--- config.mk ---
export PLATFORM = sky130hd
export DESIGN_NAME = mdu_seq_flat
export DESIGN_NICKNAME = d
export VERILOG_FILES = /design/src/rtl/mdu_pkg.sv /design/src/rtl/mdu_seq_if.sv /design/src/rtl/mdu_addsub.sv /design/src/rtl/mdu_seq.sv /design/src/flat_wrapper.sv
export SDC_FILE = /design/constraint.sdc
export NUM_CORES = 2
export LEC_CHECK = 0
export BUFFER_PORTS_ARGS = -buffer_cell sky130_fd_sc_hd__buf_2
export CAP_MARGIN = 30
export CORE_MARGIN = 2
export CORE_UTILIZATION = 45
export DETAILED_ROUTE_END_ITERATION = 8
export GPL_TIMING_DRIVEN = 0
export MAX_ROUTING_LAYER = met4
export PLACE_DENSITY = 0.71
export SYNTH_ARGS = -nofsm -noshare
export SYNTH_HDL_FRONTEND = slang
export SYNTH_SLANG_ARGS = --single-unit
--- constraint.sdc ---
create_clock -name clock -period 7 [get_ports clock]
set_clock_uncertainty 0.15 [all_clocks]
set_input_delay 1.05 -clock clock [delete_from_list [all_inputs] [get_ports clock]]
set_output_delay 1.05 -clock clock [all_outputs]
set_load 0.05 [all_outputs]
--- src/rtl/mdu_pkg.sv ---
// Shared definitions for the RV64M multi-cycle multiply/divide sequencer.
//   XLEN      operand/result width
//   CNT_W     width of the iteration counter (must hold XLEN)
//   OP_*      bit positions of the one-hot in_op encoding
//   state_t   sequencer states
//   DIV0_QUO  quotient returned for division by zero
//   INT_MIN   most negative XLEN-bit value (signed-division overflow dividend)
package mdu_pkg;

    localparam int XLEN  = 64;
    localparam int CNT_W = 7;

    localparam int OP_MUL    = 0;
    localparam int OP_MULH   = 1;
    localparam int OP_MULHU  = 2;
    localparam int OP_MULHSU = 3;
    localparam int OP_DIV    = 4;
    localparam int OP_DIVU   = 5;
    localparam int OP_REM    = 6;
    localparam int OP_REMU   = 7;

    typedef enum logic [1:0] {
        IDLE = 2'd0,
        CALC = 2'd1,
        FIX  = 2'd2,
        DONE = 2'd3
    } state_t;

    localparam logic [XLEN-1:0] DIV0_QUO = '1;
    localparam logic [XLEN-1:0] INT_MIN  = {1'b1, {(XLEN-1){1'b0}}};

endpackage

--- src/rtl/mdu_seq_if.sv ---
// Request/response bundle between the EXU and the multiply/divide sequencer.
//   in_valid/in_ready    request handshake
//   in_op                one-hot {remu,rem,divu,div,mulhsu,mulhu,mulh,mul}
//   in_src1/in_src2      rs1/rs2 values
//   out_valid/out_ready  result handshake
//   out_result           result, stable while out_valid && !out_ready
//   busy                 sequencer not idle
// master: EXU side.  slave: sequencer side.
interface mdu_seq_if;

    logic                      in_valid;
    logic                      in_ready;
    logic [7:0]                in_op;
    logic [mdu_pkg::XLEN-1:0]  in_src1;
    logic [mdu_pkg::XLEN-1:0]  in_src2;
    logic                      out_valid;
    logic                      out_ready;
    logic [mdu_pkg::XLEN-1:0]  out_result;
    logic                      busy;

    modport master (
        output in_valid, in_op, in_src1, in_src2, out_ready,
        input  in_ready, out_valid, out_result, busy
    );

    modport slave (
        input  in_valid, in_op, in_src1, in_src2, out_ready,
        output in_ready, out_valid, out_result, busy
    );

endinterface

--- src/rtl/mdu_addsub.sv ---
// W-bit adder/subtractor with carry-out, shared by the multiply and divide steps.
//   a, b   operands
//   sub    1: a - b (cout=1 means no borrow, i.e. a >= b); 0: a + b
//   sum    W-bit result
//   cout   carry out of the top bit
module mdu_addsub #(
    parameter int W = 65
) (
    input  logic [W-1:0] a,
    input  logic [W-1:0] b,
    input  logic         sub,
    output logic [W-1:0] sum,
    output logic         cout
);

    logic [W:0] full;

    // Subtraction as a + ~b + 1 so the carry-out doubles as the "no borrow" flag.
    assign full = {1'b0, a} + {1'b0, (sub ? ~b : b)} + {{W{1'b0}}, sub};
    assign sum  = full[W-1:0];
    assign cout = full[W];

endmodule

--- src/rtl/mdu_seq.sv ---
// Multi-cycle RV64M multiply/divide sequencer. One bit per cycle on a shared
// XLEN+1-bit adder: shift-add multiply, restoring divide, then one sign-fix cycle.
//   clock     rising-edge clock
//   reset_n   asynchronous active-low reset
//   flush     synchronous kill of any in-flight op, highest priority
//   bus       mdu_seq_if slave: request/response handshakes, result, busy
module mdu_seq
    import mdu_pkg::*;
(
    input  logic        clock,
    input  logic        reset_n,
    input  logic        flush,
    mdu_seq_if.slave    bus
);

    state_t            state, state_next;
    logic [7:0]        op_q;
    logic              sign1_q, sign2_q;
    logic [XLEN-1:0]   opnd_q;      // multiplicand (mul) or divisor (div), magnitude
    logic [XLEN-1:0]   acc_q;       // product high half / partial remainder
    logic [XLEN-1:0]   lsr_q;       // product low half / dividend shifting into quotient
    logic [CNT_W-1:0]  cnt_q;
    logic [XLEN-1:0]   result_q;

    // ---------------- request decode ----------------
    logic [7:0]        op;
    logic              op_valid, is_mul, s1_signed, s2_signed;
    logic              neg1, neg2, src2_zero, div_ovf, accept;
    logic [XLEN-1:0]   abs1, abs2;

    assign op        = bus.in_op;
    assign op_valid  = (op != 8'd0) && ((op & (op - 8'd1)) == 8'd0);
    assign is_mul    = |op[OP_MULHSU:OP_MUL];
    assign s1_signed = op[OP_MUL] | op[OP_MULH] | op[OP_MULHSU] | op[OP_DIV] | op[OP_REM];
    assign s2_signed = op[OP_MUL] | op[OP_MULH] | op[OP_DIV] | op[OP_REM];
    assign neg1      = s1_signed & bus.in_src1[XLEN-1];
    assign neg2      = s2_signed & bus.in_src2[XLEN-1];
    assign abs1      = neg1 ? (~bus.in_src1 + 1'b1) : bus.in_src1;
    assign abs2      = neg2 ? (~bus.in_src2 + 1'b1) : bus.in_src2;
    assign src2_zero = (bus.in_src2 == '0);
    assign div_ovf   = (bus.in_src1 == INT_MIN) && (bus.in_src2 == '1);
    assign accept    = (state == IDLE) && bus.in_valid && !flush;

    // Ops whose result is known at accept time skip the iteration entirely.
    logic            special;
    logic [XLEN-1:0] special_res;

    // NOTE: every signal written in an always_comb gets a default first, so no
    // path leaves it unassigned and no latch is inferred.
    always_comb begin
        special     = 1'b1;
        special_res = '0;
        if (!op_valid) begin
            special_res = '0;
        end else if ((op[OP_DIV] | op[OP_DIVU]) && src2_zero) begin
            special_res = DIV0_QUO;
        end else if ((op[OP_REM] | op[OP_REMU]) && src2_zero) begin
            special_res = bus.in_src1;
        end else if (op[OP_DIV] && div_ovf) begin
            special_res = bus.in_src1;
        end else if (op[OP_REM] && div_ovf) begin
            special_res = '0;
        end else begin
            special = 1'b0;
        end
    end

    // ---------------- FSM ----------------
    // NOTE: sequential state uses non-blocking assignments so every register
    // samples pre-edge values regardless of block ordering.
    always_ff @(posedge clock or negedge reset_n) begin
        if (!reset_n) state <= IDLE;
        else          state <= state_next;
    end

    always_comb begin
        state_next = state;
        unique case (state)
            IDLE:    if (accept) state_next = special ? DONE : CALC;
            CALC:    if (cnt_q == CNT_W'(1)) state_next = FIX;
            FIX:     state_next = DONE;
            DONE:    if (bus.out_ready) state_next = IDLE;
            default: state_next = IDLE;
        endcase
        if (flush) state_next = IDLE;
    end

    assign bus.in_ready   = (state == IDLE);
    assign bus.busy       = (state != IDLE);
    assign bus.out_valid  = (state == DONE);
    assign bus.out_result = result_q;

    // ---------------- shared adder ----------------
    logic            op_is_mul_q;
    logic [XLEN:0]   add_a, add_b, add_sum;
    logic            add_sub, add_cout;

    assign op_is_mul_q = |op_q[OP_MULHSU:OP_MUL];

    always_comb begin
        add_a   = {1'b0, acc_q};
        add_b   = '0;
        add_sub = 1'b0;
        if (op_is_mul_q) begin
            // Add the multiplicand only when the current multiplier bit is set.
            add_b = lsr_q[0] ? {1'b0, opnd_q} : '0;
        end else begin
            // Trial subtract from the remainder shifted left by one dividend bit.
            add_a   = {acc_q, lsr_q[XLEN-1]};
            add_b   = {1'b0, opnd_q};
            add_sub = 1'b1;
        end
    end

    mdu_addsub #(.W(XLEN + 1)) u_addsub (
        .a    (add_a),
        .b    (add_b),
        .sub  (add_sub),
        .sum  (add_sum),
        .cout (add_cout)
    );

    // ---------------- datapath ----------------
    // NOTE: datapath registers are reset too, so no stale operand or partial
    // result survives a reset taken mid-operation.
    always_ff @(posedge clock or negedge reset_n) begin
        if (!reset_n) begin
            op_q    <= '0;
            sign1_q <= 1'b0;
            sign2_q <= 1'b0;
            opnd_q  <= '0;
            acc_q   <= '0;
            lsr_q   <= '0;
            cnt_q   <= '0;
        end else if (accept) begin
            op_q    <= op;
            sign1_q <= neg1;
            sign2_q <= neg2;
            opnd_q  <= is_mul ? abs1 : abs2;
            lsr_q   <= is_mul ? abs2 : abs1;
            acc_q   <= '0;
            cnt_q   <= CNT_W'(XLEN);
        end else if (state == CALC) begin
            cnt_q <= cnt_q - 1'b1;
            if (op_is_mul_q) begin
                acc_q <= add_sum[XLEN:1];
                lsr_q <= {add_sum[0], lsr_q[XLEN-1:1]};
            end else begin
                acc_q <= add_cout ? add_sum[XLEN-1:0] : add_a[XLEN-1:0];
                lsr_q <= {lsr_q[XLEN-2:0], add_cout};
            end
        end
    end

    // ---------------- sign fix and result select ----------------
    logic [2*XLEN-1:0] prod_fix;
    logic [XLEN-1:0]   quo_fix, rem_fix, fix_res;

    always_comb begin
        prod_fix = {acc_q, lsr_q};
        if (sign1_q ^ sign2_q) prod_fix = ~prod_fix + 1'b1;
        quo_fix = (sign1_q ^ sign2_q) ? (~lsr_q + 1'b1) : lsr_q;
        rem_fix = sign1_q ? (~acc_q + 1'b1) : acc_q;

        fix_res = rem_fix;
        if (op_q[OP_MUL])
            fix_res = prod_fix[XLEN-1:0];
        else if (op_q[OP_MULH] | op_q[OP_MULHU] | op_q[OP_MULHSU])
            fix_res = prod_fix[2*XLEN-1:XLEN];
        else if (op_q[OP_DIV] | op_q[OP_DIVU])
            fix_res = quo_fix;
    end

    // The result register only moves on entry to DONE, so it holds through backpressure.
    always_ff @(posedge clock or negedge reset_n) begin
        if (!reset_n) begin
            result_q <= '0;
        end else if (accept && special) begin
            result_q <= special_res;
        end else if ((state == FIX) && !flush) begin
            result_q <= fix_res;
        end
    end

endmodule

--- src/flat_wrapper.sv ---
// flat-port wrapper written by rule: the top's interface ports become plain ports
module mdu_seq_flat import mdu_pkg::*;
  (clock, reset_n, flush, bus_in_valid, bus_in_op, bus_in_src1, bus_in_src2, bus_out_ready, bus_in_ready, bus_out_valid, bus_out_result, bus_busy);
  mdu_seq_if bus_i ();
  input  logic clock;
  input  logic reset_n;
  input  logic flush;
  input wire logic [$bits(bus_i.in_valid)-1:0] bus_in_valid;
  input wire logic [$bits(bus_i.in_op)-1:0] bus_in_op;
  input wire logic [$bits(bus_i.in_src1)-1:0] bus_in_src1;
  input wire logic [$bits(bus_i.in_src2)-1:0] bus_in_src2;
  input wire logic [$bits(bus_i.out_ready)-1:0] bus_out_ready;
  output wire logic [$bits(bus_i.in_ready)-1:0] bus_in_ready;
  output wire logic [$bits(bus_i.out_valid)-1:0] bus_out_valid;
  output wire logic [$bits(bus_i.out_result)-1:0] bus_out_result;
  output wire logic [$bits(bus_i.busy)-1:0] bus_busy;
  assign bus_i.in_valid = bus_in_valid;
  assign bus_i.in_op = bus_in_op;
  assign bus_i.in_src1 = bus_in_src1;
  assign bus_i.in_src2 = bus_in_src2;
  assign bus_i.out_ready = bus_out_ready;
  assign bus_in_ready = bus_i.in_ready;
  assign bus_out_valid = bus_i.out_valid;
  assign bus_out_result = bus_i.out_result;
  assign bus_busy = bus_i.busy;
  mdu_seq u_core (.clock(clock), .reset_n(reset_n), .flush(flush), .bus(bus_i));
endmodule
# Word-level counts from Yosys, hierarchy flattened
# Index checks and enable logic that the tools add are counted.
# totals
register_bits	273
latchBits	0
mem_bits_rw	0
rom_bits	0
out_inout_bits	67
wordCells	110
n_memories	0
# op_classes
add_sub_neg	9
mul	0
div	0
magnitude_cmp	0
eq_ne	9
n_shift	0
muxes	41
n_bitwise	21
n_reduce_logical	21
# op_table
operator	count
$mux 64	23
$add 64x1->64 const B	4
$not 64->64	4
$mux 65	3
$add 128x1->128 const B	1
$eq 64x64->1 const B	2
$mux 128	1
$not 128->128	1
$add 65x65->66	1
$add 66x1->66	1
$not 65->65	1
$logic_not 64->1	1
$mux 7	2
$or 1x1->1	11
$logic_and 1x1->1	10
$mux 2	5
$and 8x8->8	1
$logic_not 8->1	1
$pmux 2 s4	1
$reduce_bool 8->1	1
$reduce_or 4->1	2
$sub 8x1->8 const B	1
$eq 7x1->1 const B	1
$sub 7x1->7 const B	1
other kinds (11)	21

# Depth between registers and ports, before layout
# depth
ltp_word	12
depth_mapped	22
depth_no_buf	16

# Cells and area by module
# A second synthesis with hierarchy kept.
# unflattened
hier_cells	4363
hier_area_um2	30944.7
# modules_own_cells
module	n_inst	cells_per_inst	area_each_um2
mdu_seq	1	3686	26196.4
mdu_addsub	1	677	4748.3

# Least setup slack after synthesis
# No wires, ideal clock.
# synth_timing
path_kind	register to register
start	reg u_core.op_q[1]
end	reg u_core.acc_q[34]
setup_ps	135
t_arrival_ps	4839
t_required_ps	6715
slack_ps	1876
path_stages_with_launch	22
n_path_buf	6
synth_period_minus_slack_ps	5124
cell_sequence	dfrtp_1 or3_1 clkbuf_1 nor2_1 clkbuf_1 buf_1 clkbuf_1 nand2_1 nand2_1 ha_1 clkbuf_1 a21oi_1 o21ai_0 a21oi_1 nand2_1 o32ai_1 nor3_2 nor2_2 clkbuf_1 nor2_1 a2111oi_0 nor3_1
# synth_between
elab_chain_cells	10
word_cells_on_any_way	12
classes_between	add/sub (2); mux (8); bitwise (1); reduce/logical (1)
# synth_rtl
item	line	text
start: declaration	mdu_seq.sv:17	logic [7:0] op_q;
start signal: assignment	mdu_seq.sv:136	op_q <= op;
$reduce_or 4->1 (*)	mdu_seq.sv:98	assign op_is_mul_q = |op_q[OP_MULHSU:OP_MUL];
$mux 65	mdu_seq.sv:104	if (op_is_mul_q) begin
$not 65->65	mdu_addsub.sv:19	assign full = {1'b0, a} + {1'b0, (sub ? ~b : b)} + {{W{1'b0}}, sub};
$mux 65	mdu_addsub.sv:19	
$add 65x65->66	mdu_addsub.sv:19	
$add 66x1->66	mdu_addsub.sv:19	
$mux 64	mdu_seq.sv:149	acc_q <= add_cout ? add_sum[XLEN-1:0] : add_a[XLEN-1:0];
$mux 64 (*)	mdu_seq.sv:145	if (op_is_mul_q) begin
$mux 64 (*)	mdu_seq.sv:143	end else if (state == CALC) begin
$mux 64 (*)	mdu_seq.sv:135	end else if (accept) begin
end signal: assignment	mdu_seq.sv:146	acc_q <= add_sum[XLEN:1];
end signal: assignment	mdu_seq.sv:149	
end: declaration	mdu_seq.sv:20	logic [XLEN-1:0] acc_q;
# Every way passes the cells marked *; elsewhere a longest branch is shown, timed or not. The select of a mux whose other input is x is not followed.
# A chain may end at the register's enable or synchronous reset.

# Worst setup path in the final report
# layout_timing
start	reg u_core.op_q[1]
end	reg u_core.acc_q[43]
# Same word-level chain as after synthesis.

==> results.md <==
* Final min period at 6868 ps
* Residual DRC count at 0
* Sequential fraction of the synthesis area at 24.25%
* Area Overhead vs Synth at 13.57%
* Cell Rows at 91
* Slew HR at 22.35%
* EDFF count, synth at 0
* First-pass GRT wire length at 226800 microns
* Simple-gate portion of the synthesized area at 25.88%
* Vias in the first global route at 32480
* Warnings from Yosys at 0
* Part of the cycle the worst path needs at 98.11%
* Avg Inst Size Synth at 6.808 sq um
* Clock Path Buffers at 3
* Multiplexer share of the synthesized area at 1.568%
* Cts bufs inserted at 36
* Placed insts at 5208
* Least-Margin Pin Slew at 1165 ps
* CTS tree: done
* DIE AREA at 64620 sq um
* Gp weighted congestion at 1.097
* Starting density of the core at 45.56%
* Detailed placement HPWL at 131100 microns
* Setup repair after global routing missed its margin: false
* Port bufs at 204
* Syn Inst Count at 4138
* H-Tree Level Count at 2
* Routed Wire Length at 162300 microns
* Complex-gate fraction of the synthesized area at 30.03%
* Reg clk slew, reported paths at 70 ps
* Via count at 35340
* CP endpoint kind: flip-flop
* Die Wd at 254.2 microns
* Count leader, synth: nand2_1
* Pre-antenna DRT Iters at 8
* 1st-iter DRT viols at 5171
* Cell taking the most area after synthesis: dfrtp_1
* Worst vdd rail ir drop at 0.2643 mV
* Layout net count at 4630
* Synth Area in XOR/XNOR at 9.638%
* Overall die height at 254.2 microns
* Post-synth cell types at 89
* Area contributors post-synth: dfrtp_1 (24%), o21ai_0 (10%), nand2_1 (9.6%)
* Hold/Removal Path Class: primary input to async pin
* Clock Sinks at 273
* Critical path type: flip-flop to flip-flop
* Adder-cell share of the synthesized area at 3.393%
* Pin count of the biggest net entering global routing at 119
* Ys flop type: dfrtp_1
* Post-Syn Area at 28170 sq um
* Final setup fails at 0
* Total core area at 61830 sq um
* Largest family of logic cells by synthesized area: compound AO/OA/AOI/OAI gates
* Antenna Nets Post-Route at 0
* Hold Vio Cnt, Final at 0
* Run status: complete, no violations
* Async S/R FF share, synth at 100.0%
* Flops & latches, synth at 273
* Tot Pwr at 18.66 mW
* Critical path required time at 7310 ps
* CTS root buffer: clkbuf_16
* Worst EP arrival at 7180 ps
* Clock Latency Late Sink at 590 ps
* Routed WL per cell at 30.73 microns
* Most common library cells after synthesis: nand2_1 (718), o21ai_0 (577), nor2_1 (406)
* Syn Nets at 4354
* Leakage at 12.80 nW
* Post-synth top area share at 24.25%
* Vias/cell at 6.690
* Pwr/cell area at 583.3 nW/um^2
* Final Max Slew Viols at 0
* Crit start category: flip-flop
* F_max at 0.1456 GHz
* Fin cells at 5283
* Crit path max fanout at 10
* Initial antenna violation count at 9
* Maxcap violations at 0
* Share of cells above drive strength 1 at 9.331%
* Boundary Pins at 208
* Grt total ovfl at 0
* Total GRT Usage at 50.37%
[repair_timing]
action                                  4_1_cts  5_1_grt
hold buffers                                  0        0
buffers inserted                              0        2
endpoints found under the setup margin       65       62
resized for setup                            11       16
pin swaps                                     0        1
[flip-flops by register name (all words and copies together) (netlist names)]
register	cells
u_core.op_q	6
u_core.opnd_q	64
u_core.acc_q	64
u_core.cnt_q	7
u_core.sign1_q	1
u_core.bus.out_result	64
u_core.lsr_q	64
u_core.sign2_q	1
u_core.state	2
[placed cells by master, fill, tap and decap left out, types with 11 or more instances in the layout]
cell,instances
nand2_1,717
buf_4,12
ha_1,74
o31ai_1,55
clkbuf_16,36
o21ai_0,577
a22o_1,12
a21oi_1,348
a31o_2,21
a21o_1,28
buf_2,229
xnor2_1,151
or3_1,50
nor4_1,49
or2_2,16
mux2i_1,34
o21bai_1,15
buf_1,21
dfrtp_1,273
o21a_1,16
nor2_1,405
nand4_1,54
nand3_1,114
nand2b_1,18
buf_8,11
o211ai_1,94
inv_1,44
or4_1,40
o41ai_1,24
xor2_1,159
o22ai_1,29
nor3_1,96
o221ai_1,20
a31oi_1,52
a211oi_1,46
clkbuf_1,289
[worst max-delay path, stage by stage (launching register included)]
cell and delay, ps:
dfrtp_1 410, or3_1 370, clkbuf_1 370, nor2_4 400
buf_6 190, clkbuf_2 360, buf_2 430, clkbuf_2 300
nand2_1 80, nand2_1 80, ha_1 220, clkbuf_1 180
a21oi_1 370, o21ai_0 260, a21oi_2 250, nand2_1 130
o32ai_4 450, nor3_4 100, nor2_4 330, clkbuf_1 680
nand2_1 120, a31o_2 250, a21oi_1 230
[layer usage]
metal,global-route usage (%),vias to the layer above,share of wire (%)
met2,73.17,2580,42
met5,-,-,0
met3,12.44,619,12
met1,61.59,16720,38
li1,-,15420,-
met4,34.15,0,8.1
[cells by family after synthesis]
kind of cell | Yosys count
AND/OR/NAND/NOR | 1628
multiplexers | 43
adder cells (fa/ha/maj) | 76
buffers and inverters | 385
AO/OA/AOI/OAI | 1423
XOR/XNOR | 310
flip-flops | 273
[power breakdown]
group	internal (mW)	total (mW)	switching, mW	leakage, nW
registers	2.31	3.16	0.846	3.35
logic	3.85	13.5	9.61	8.85
clock network	1.19	2.05	0.857	0.600
[worst paths after layout]
path	start	to	slack [ps]	cells past startpoint
max in group asynchronous	reset_n	u_core.opnd_q[53]$_DFFE_PN0P_	5400	2
hold / removal	reset_n	u_core.bus.out_result[10]$_DFFE_PN0P_	230	1
setup / recovery	u_core.op_q[1]$_DFFE_PN0P_	u_core.acc_q[43]$_DFFE_PN0P_	130	22
min in group clock	u_core.bus.out_result[59]$_DFFE_PN0P_	u_core.bus.out_result[59]$_DFFE_PN0P_	320	2
hold reg to reg	u_core.bus.out_result[59]$_DFFE_PN0P_	u_core.bus.out_result[59]$_DFFE_PN0P_	320	2
setup reg to reg	u_core.op_q[1]$_DFFE_PN0P_	u_core.acc_q[43]$_DFFE_PN0P_	130	22
[area by class of cell]
cell class / instances / area (sq um)
diodes: 9 / 22.52
plain buffers: 339 / 1314
clock buffers: 43 / 977.2
clock inverters: 18 / 259.0
fillers: 6388 / 29830
inverters: 44 / 165.2
multi-input cells: 3480 / 19950
flip-flops and latches: 273 / 6832
well taps: 837 / 1047
repair buffers: 240 / 1426
[metrics by stage]
stage          TNS (ps)  hold slack, ps  util, %  setup WS, ps  cell area (sq um)
2_1_floorplan         0           316.0        -          1876              28170
3_3_place_gp    -257840           313.0    48.91         -1605              30240
3_5_place_dp     -71700           316.7    49.49         -1441              30600
4_1_cts          -347.5           249.1    51.55        -75.88              31870
5_1_grt               0           265.8    51.75         14.95              31990
6_report              0           229.6    51.75         132.4              31990
Note: power is estimated with default switching activity, not from simulation.
